<file path="src/rtl/genesis_pad_responder.sv">
// Device-side Mega Drive/Genesis gamepad model. Watches the host select line and drives the six
// multiplexed active-low pad lines from a 12-bit pressed-button vector.
// Build option: define PAD_SIX_BUTTON_EN for the 6-button pad (phase counter plus idle timer).
// Without it the block is a 3-button pad: phase is tied to 0 and X/Y/Z/mode are ignored.
`timescale 1ns/1ps
module genesis_pad_responder #(
   parameter int unsigned SYNC_STAGES    = 2,     // at least 2
   parameter int unsigned TIMEOUT_CYCLES = 75000  // idle clocks before phase returns to 0
) (
   input  logic        clock_50,
   input  logic        reset_key,
   input  logic        select_in,
   input  logic [11:0] buttons_in,
   output logic        up_z,
   output logic        down_y,
   output logic        left_x,
   output logic        right,
   output logic        a_b,
   output logic        start_c,
   output logic [2:0]  phase
);

   logic [SYNC_STAGES-1:0] sync_q;
   logic                   sel_s;
   logic                   sel_prev_q;
   logic [2:0]             phase_q;
   logic [11:0]            nb;
   logic [5:0]             pad_d, pad_q;

   assign sel_s = sync_q[SYNC_STAGES-1];
   assign nb    = ~buttons_in;

   // Select synchroniser; flops reset to the idle-high level so reset creates no edge.
   always_ff @(posedge clock_50 or negedge reset_key) begin
      if (!reset_key) sync_q <= '1;
      else            sync_q <= {sync_q[SYNC_STAGES-2:0], select_in};
   end

   // Delayed select for edge detection; also the select value aligned with phase_q.
   always_ff @(posedge clock_50 or negedge reset_key) begin
      if (!reset_key) sel_prev_q <= 1'b1;
      else            sel_prev_q <= sel_s;
   end

`ifdef PAD_SIX_BUTTON_EN
   localparam int unsigned TimerW = $clog2(TIMEOUT_CYCLES);

   logic              sel_edge, sel_fall;
   logic [TimerW-1:0] timer_q, timer_d;
   logic [2:0]        phase_d;

   assign sel_edge = sel_s ^ sel_prev_q;
   assign sel_fall = sel_edge & ~sel_s;

   // Phase counts falling edges (saturating at 4); an edge always beats the idle timeout.
   always_comb begin
      phase_d = phase_q;
      timer_d = timer_q;
      if (sel_edge) begin
         timer_d = '0;
         if (sel_fall && phase_q != 3'd4) phase_d = phase_q + 3'd1;
      end else if (timer_q == TimerW'(TIMEOUT_CYCLES - 1)) begin
         phase_d = 3'd0;  // timer parks at its final value until the next edge
      end else begin
         timer_d = timer_q + TimerW'(1);
      end
   end

   // Phase and idle-timer state.
   always_ff @(posedge clock_50 or negedge reset_key) begin
      if (!reset_key) begin
         phase_q <= 3'd0;
         timer_q <= '0;
      end else begin
         phase_q <= phase_d;
         timer_q <= timer_d;
      end
   end
`else
   logic unused_xyz_mode;

   assign phase_q         = 3'd0;
   assign unused_xyz_mode = ^buttons_in[11:8];
`endif

   // Pad-line mux, order {up_z, down_y, left_x, right, a_b, start_c}.
   always_comb begin
      pad_d = 6'b111111;
      if (sel_prev_q) begin
         if (phase_q == 3'd3) pad_d = {nb[10], nb[9], nb[8], nb[11], nb[5], nb[6]};
         else                 pad_d = {nb[0], nb[1], nb[2], nb[3], nb[5], nb[6]};
      end else begin
         case (phase_q)
            3'd3:    pad_d = {4'b0000, nb[4], nb[7]};  // 6-button ID
            3'd4:    pad_d = {4'b1111, nb[4], nb[7]};
            default: pad_d = {nb[0], nb[1], 2'b00, nb[4], nb[7]};
         endcase
      end
   end

   // Registered pad lines, released on reset.
   always_ff @(posedge clock_50 or negedge reset_key) begin
      if (!reset_key) pad_q <= 6'b111111;
      else            pad_q <= pad_d;
   end

   assign {up_z, down_y, left_x, right, a_b, start_c} = pad_q;
   assign phase = phase_q;

endmodule

</file>
<file path="config.mk">
export PLATFORM = sky130hd
export DESIGN_NAME = genesis_pad_responder
export DESIGN_NICKNAME = d
export VERILOG_FILES = /design/src/rtl/genesis_pad_responder.sv
export SDC_FILE = /design/constraint.sdc
export NUM_CORES = 1
export LEC_CHECK = 0
export ABC_AREA = 0
export CAP_MARGIN = 25
export CORE_AREA = 2 2 39 41
export DETAILED_ROUTE_END_ITERATION = 10
export DIE_AREA = 0 0 41 43
export SLEW_MARGIN = 20
export SYNTH_ARGS = -nofsm -noshare
export SYNTH_HDL_FRONTEND = slang
export SYNTH_SLANG_ARGS = --single-unit
</file>
<file path="constraint.sdc">
create_clock -name clock_50 -period 0.8 [get_ports clock_50]
set_input_delay 0.16 -clock clock_50 [delete_from_list [all_inputs] [get_ports clock_50]]
set_output_delay 0.16 -clock clock_50 [all_outputs]
set_load 0.05 [all_outputs]
</file>
==> results of run 1 <==
[logic make-up (layout without fill, tap and decap cells)]
kind of cell | Yosys count | after routing | synth area share [%]
flops | 9 | 9 | 76.8
other cells | 1 | 3 | 1.22
mux | 2 | 2 | 6.50
buf+inv | 5 | 23 | 9.76
simple gates | 2 | 2 | 5.69
[stage by stage]
step / setup WS [ns] / power (uW) / util, %
floorplan: -0.0155 / 641 / -
global placement: -0.0977 / 783 / 40.0
detailed placement: -0.0944 / 786 / 40.0
CTS: -0.305 / 1140 / 41.9
global route: -0.326 / 1180 / 42.1
finish: -0.286 / 1110 / 42.1
[area by class of cell]
| class | instances | area share (%) |
|---|---|---|
| Timing Repair Buffer | 17 | 41.2 |
| Inverter | 2 | 1.29 |
| Clock buffer | 4 | 4.51 |
| Tap cell | 16 | 3.43 |
| Sequential cell | 9 | 40.6 |
| Multi-Input combinational cell | 7 | 9.01 |
[synth_stat cells, drive strengths merged]
| library cell | n |
|---|---|
| buf | 3 |
| conb | 1 |
| dfstp | 9 |
| inv | 2 |
| mux2i | 2 |
| and2b | 2 |
[path summary, 6_finish.rpt]
check,startpoint,to,cells after the start
max in group asynchronous,reset_key,sync_q[0],2
worst max-delay path,pad_q[5],up_z,1
worst min register to register,sync_q[1],sel_prev_q,0
worst min-delay path,select_in,sync_q[0],1
worst max register to register,sel_prev_q,pad_q[0],1
min in group asynchronous,reset_key,pad_q[1],2
[flip-flops by register name, summed over array words and instances, names as in the netlist]
| name | cells |
|---|---|
| sync_q | 2 |
| sel_prev_q | 1 |
| pad_q | 6 |
[what timing repair did]
item                                    in CTS  in global routing
endpoints found under the hold margin        0                  0
pin swaps                                    0                  0
resized for setup                            0                  1
hold buffers                                 0                  0
endpoints found under the setup margin       8                  8
[routing by layer]
metal | GRT usage, % | up-vias | wire (um)
met2 | 9.69 | 17 | 247
met3 | 5.24 | 0 | 84
met5 | 0 | - | 0
met1 | 8.42 | 90 | 193
li1 | - | 91 | -
met4 | 8.00 | 0 | 0
[power by group through the flow]
stage	combinational, uW	sequential (uW)	clock, uW
3_5_place_dp	257	529	0
3_3_place_gp	255	528	0
5_1_grt	270	524	390
6_report	257	522	330
4_1_cts	258	522	355
2_1_floorplan	55.5	586	0
==> impl_metrics.csv, run 1 <==
group,metric,value,unit
power_and_ir_drop,cellLeakagePower,0.000254,uW
sta,final-max-slew-violation-count,0,
layout,stdcell_area,583,um2
clock_tree,clock_latency,0.25,ns
sta,hold_violations,0,
sta,post-route-min-period,1.09,ns
power_and_ir_drop,p_comb_share,23.2,%
power_and_ir_drop,power_switching_share,25.5,%
sta,fin_crit_sh,136,%
setup_path,slowest_stage,"dfstp_2",
floorplan,die_h,43,um
drt,drt_pass1_iterations,2,
setup_path,end_kind,"primary output",
power_and_ir_drop,pwr-share-clk,29.7,%
run_status,violations,"negative setup slack",
setup_path,cpLargestDelayFamily,"flip-flops",
placement,port_buffers,16,
power_and_ir_drop,ir_drop,0.699,mV
clock_tree,clock-root-buffer,"clkbuf_4",
drt,final_antenna_net_count,0,
logic_synthesis,yosys_warnings,0,
layout,seq_area,236,um2
grt,grt_start_max_net_pins,10,
grt,grtUsageTotal,7.94,%
floorplan,placeableCoreArea,1380,um2
min_path,hold_path_class,"input port to flip-flop",
clock_tree,cts.clk_slew.worst_paths,0.06,ns
logic_synthesis,synth.avg_cell_area,16.2,um2
layout,fin_cells,55,
placement,gp_congestion,0.505,
drt,drt_iter0_drc,1,
layout,n_antenna_cell,0,
clock_tree,h-tree-depth,1,
sta,setup_viol,8,
sta,finalSetupTns,-1.81,ns
drt,routed_via_density,3.60,
drt,vias,198,
clock_tree,cts_setup_buffers,0,
drt,wl_per_cell,9.55,um
layout,layout_commonest_cell,"clkdlybuf4s50_1",
logic_synthesis,synth_area_leaders,"dfstp_2, buf_4, mux2i_1",
setup_path,crit_chain,"buf_12",
logic_synthesis,synth_cells,19,
setup_path,cp.buffers_inverters,1,
floorplan,fp-row-count,14,
setup_path,crit_type,"flip-flop to primary output",
power_and_ir_drop,power_frac_seq,47.1,%
job,maxCapViolCount,0,
sta,max_freq,921,MHz
floorplan,io_pins,24,
setup_path,crit_fanout,1,
clock_tree,cts_tree,"yes",
clock_tree,cts_buffers,3,
logic_synthesis,syn-cell-area,308,um2
sta,fin_ws,-0.286,ns
power_and_ir_drop,power_switching,283,uW
clock_tree,ctsLongestPathBuffers,2,
layout,area_delta_synth_final,89.4,%
grt,antenna_found_initial,0,
floorplan,die_w,41,um
layout,final_nets,55,
layout,multiInputGateArea,52.6,um2
logic_synthesis,ys_types,6,
sta,rsz0062_at_grt,"true",
placement,placedCellCount,51,
drt,drc,0,
logic_synthesis,yosysSeqAreaShare,76.8,%
setup_path,cp_slowest_stage_delay,0.54,ns
run_status,status,"finished with violations",
setup_path,required,0.64,ns
setup_path,r2r_slack,-0.07,ns
sta,whs,0.319,ns
logic_synthesis,synth_top_area_share,76.8,%
clock_tree,clkSinkCount,9,
setup_path,critPathArrivalTime,0.93,ns
grt,grt_overflow_total,0,
floorplan,dieArea,1760,um2
sta,finClkSkew,0.00189,ns
grt,grt_pass1_vias,190,
power_and_ir_drop,p_int,826,uW
layout,final_cell_mix,"clkdlybuf4s50_1, dfstp_2, buf_12",
power_and_ir_drop,cellPowerDensity,1900,nW/um2
grt,grt_pass1_wl,807,um
placement,post-dp-hpwl,429,um
placement,place_area,553,um2
layout,drive_above_1_share,56.4,%
floorplan,start_util,22.2,%
drt,routed_wl,525,um
logic_synthesis,ys_ff_latch,9,
layout,fillers,131,
logic_synthesis,synth_top_area_cell,"dfstp_2",
setup_path,start_kind,"flip-flop",
Power figures use the tool's default switching activity.
==> run 2, diff against run 1 <==
==> constraint.sdc (replaced) <==
create_clock -name clock_50 -period 1.09 [get_ports clock_50]
set_input_delay 0.218 -clock clock_50 [delete_from_list [all_inputs] [get_ports clock_50]]
set_output_delay 0.218 -clock clock_50 [all_outputs]
set_load 0.05 [all_outputs]
==> impl_metrics.csv, run 2 (synthesis results as in run 1) <==
group,metric,value,unit
layout,drive_above_1_share,52.6,%
grt,antenna_found_initial,0,
drt,drt_iter0_drc,4,
power_and_ir_drop,finalPower,802,uW
sta,finClkSkew,0.00106,ns
layout,final_cell_mix,"clkdlybuf4s50_1, dfstp_2, buf_12",
sta,rsz0062_at_grt,"true",
job,maxCapViolCount,0,
floorplan,io_pins,24,
run_status,status,"finished with violations",
setup_path,crit_chain,"buf_12",
setup_path,end_kind,"primary output",
grt,grtUsageTotal,6.82,%
clock_tree,clkSinkCount,9,
clock_tree,cts_buffers,3,
sta,fin_crit_sh,105,%
setup_path,crit_cells,1,
setup_path,start_kind,"flip-flop",
min_path,hold-path-cell-count,0,
placement,port_buffers,16,
sta,hold_violations,0,
min_path,hold_path_class,"flip-flop to flip-flop",
layout,final_nets,54,
floorplan,fp-row-count,14,
clock_tree,clock_latency,0.25,ns
drt,routed_wl,505,um
floorplan,dieArea,1760,um2
grt,grt_overflow_total,0,
drt,vias,191,
power_and_ir_drop,cellPowerDensity,1430,nW/um2
layout,layout_commonest_cell,"clkdlybuf4s50_1",
drt,drt_pass1_iterations,2,
setup_path,required,0.87,ns
floorplan,die_w,41,um
setup_path,crit_fanout,1,
run_status,violations,"negative setup slack",
floorplan,die_h,43,um
power_and_ir_drop,ir_drop,0.495,mV
layout,reg_top3,"pad_q (6), sync_q (2), sel_prev_q (1)",
sta,final-max-slew-violation-count,0,
setup_path,rr_worst_depth,1,
drt,wl_per_cell,9.35,um
grt,grt_pass1_vias,185,
sta,max_freq,874,MHz
sta,setup_viol,6,
clock_tree,clock-root-buffer,"clkbuf_4",
setup_path,cpLargestDelayFamily,"flip-flops",
layout,area_delta_synth_final,81.7,%
placement,gp_congestion,0.506,
setup_path,crit_type,"flip-flop to primary output",
layout,regMostFlops,"pad_q",
sta,post-route-min-period,1.14,ns
drt,drc,0,
floorplan,start_util,22.2,%
setup_path,cp_slowest_stage_delay,0.54,ns
drt,final_antenna_net_count,0,
setup_path,critPathArrivalTime,0.93,ns
floorplan,placeableCoreArea,1380,um2
clock_tree,ctsLongestPathBuffers,2,
sta,fin_ws,-0.0539,ns
placement,post-dp-hpwl,420,um
grt,grt_pass1_wl,731,um
grt,grt_start_max_net_pins,10,
clock_tree,h-tree-depth,1,
setup_path,cp.buffers_inverters,1,
setup_path,slowest_stage,"dfstp_2",
clock_tree,cts.clk_slew.worst_paths,0.06,ns
layout,n_antenna_cell,0,
clock_tree,cts_tree,"yes",
drt,routed_via_density,3.54,
power_and_ir_drop,cellLeakagePower,0.000246,uW
layout,largest_reg_flops,6,
placement,place_ws,0.138,ns
-- run 2: cell types whose count changed in the layout (fill, tap and decap cells not counted) --
cell,delta
mux2i_2,-1
mux2i_1,+1
buf_12,-1
-- run 2: worst paths after layout --
check,start,end,slack (ns)
max reg2reg,sel_prev_q,pad_q[1],0.23
max,pad_q[5],up_z,-0.05
max in group asynchronous,reset_key,pad_q[2],0.53
min reg2reg,sync_q[1],sel_prev_q,0.36
min in group asynchronous,reset_key,pad_q[1],0.53
min,sync_q[1],sel_prev_q,0.36
-- run 2: metal layers --
metal	wire length, um	global-route usage, %	vias up	part of all wire, %
met2	221	8.75	17	44
li1	-	-	89	-
met4	0	6.00	0	0
met1	174	7.38	85	34
met5	0	0	-	0
met3	109	4.19	0	22
-- run 2: area by class of cell --
type                       instances  area (um2)
tap                               16        20.0
inverter                           2        7.51
timing repair buffer              16         220
clock buffer                       4        26.3
fill                             134         825
multi-input combinational          7        48.8
sequential                         9         236
-- run 2: through the flow --
stage                     utilization [%]  TNS [ns]  std cells  area [um2]  hold slack (ns)
after floorplan                         -         0         21         315           0.0702
after global routing                 40.4    -0.476         54         559            0.360
after detailed placement             38.5         0         50         533            0.348
final                                40.4    -0.289         54         559            0.355
after global placement               38.5         0         50         533            0.346
after CTS                            40.4    -0.385         54         559            0.356
-- run 2: what timing repair did --
item,CTS,global route
endpoints found under the setup margin,6,6
hold buffers,0,0
cloned,0,0
buffers inserted,0,0
gates resized for setup,0,0
endpoints found under the hold margin,0,0
-- run 2: report_power, final --
group	total (uW)	leakage (uW)	internal (uW)	switching (uW)
registers	383	0.0000945	369	13.9
clock network	240	0.0000150	140	100
logic	179	0.000136	88.9	89.8
total	802	0.000246	598	204
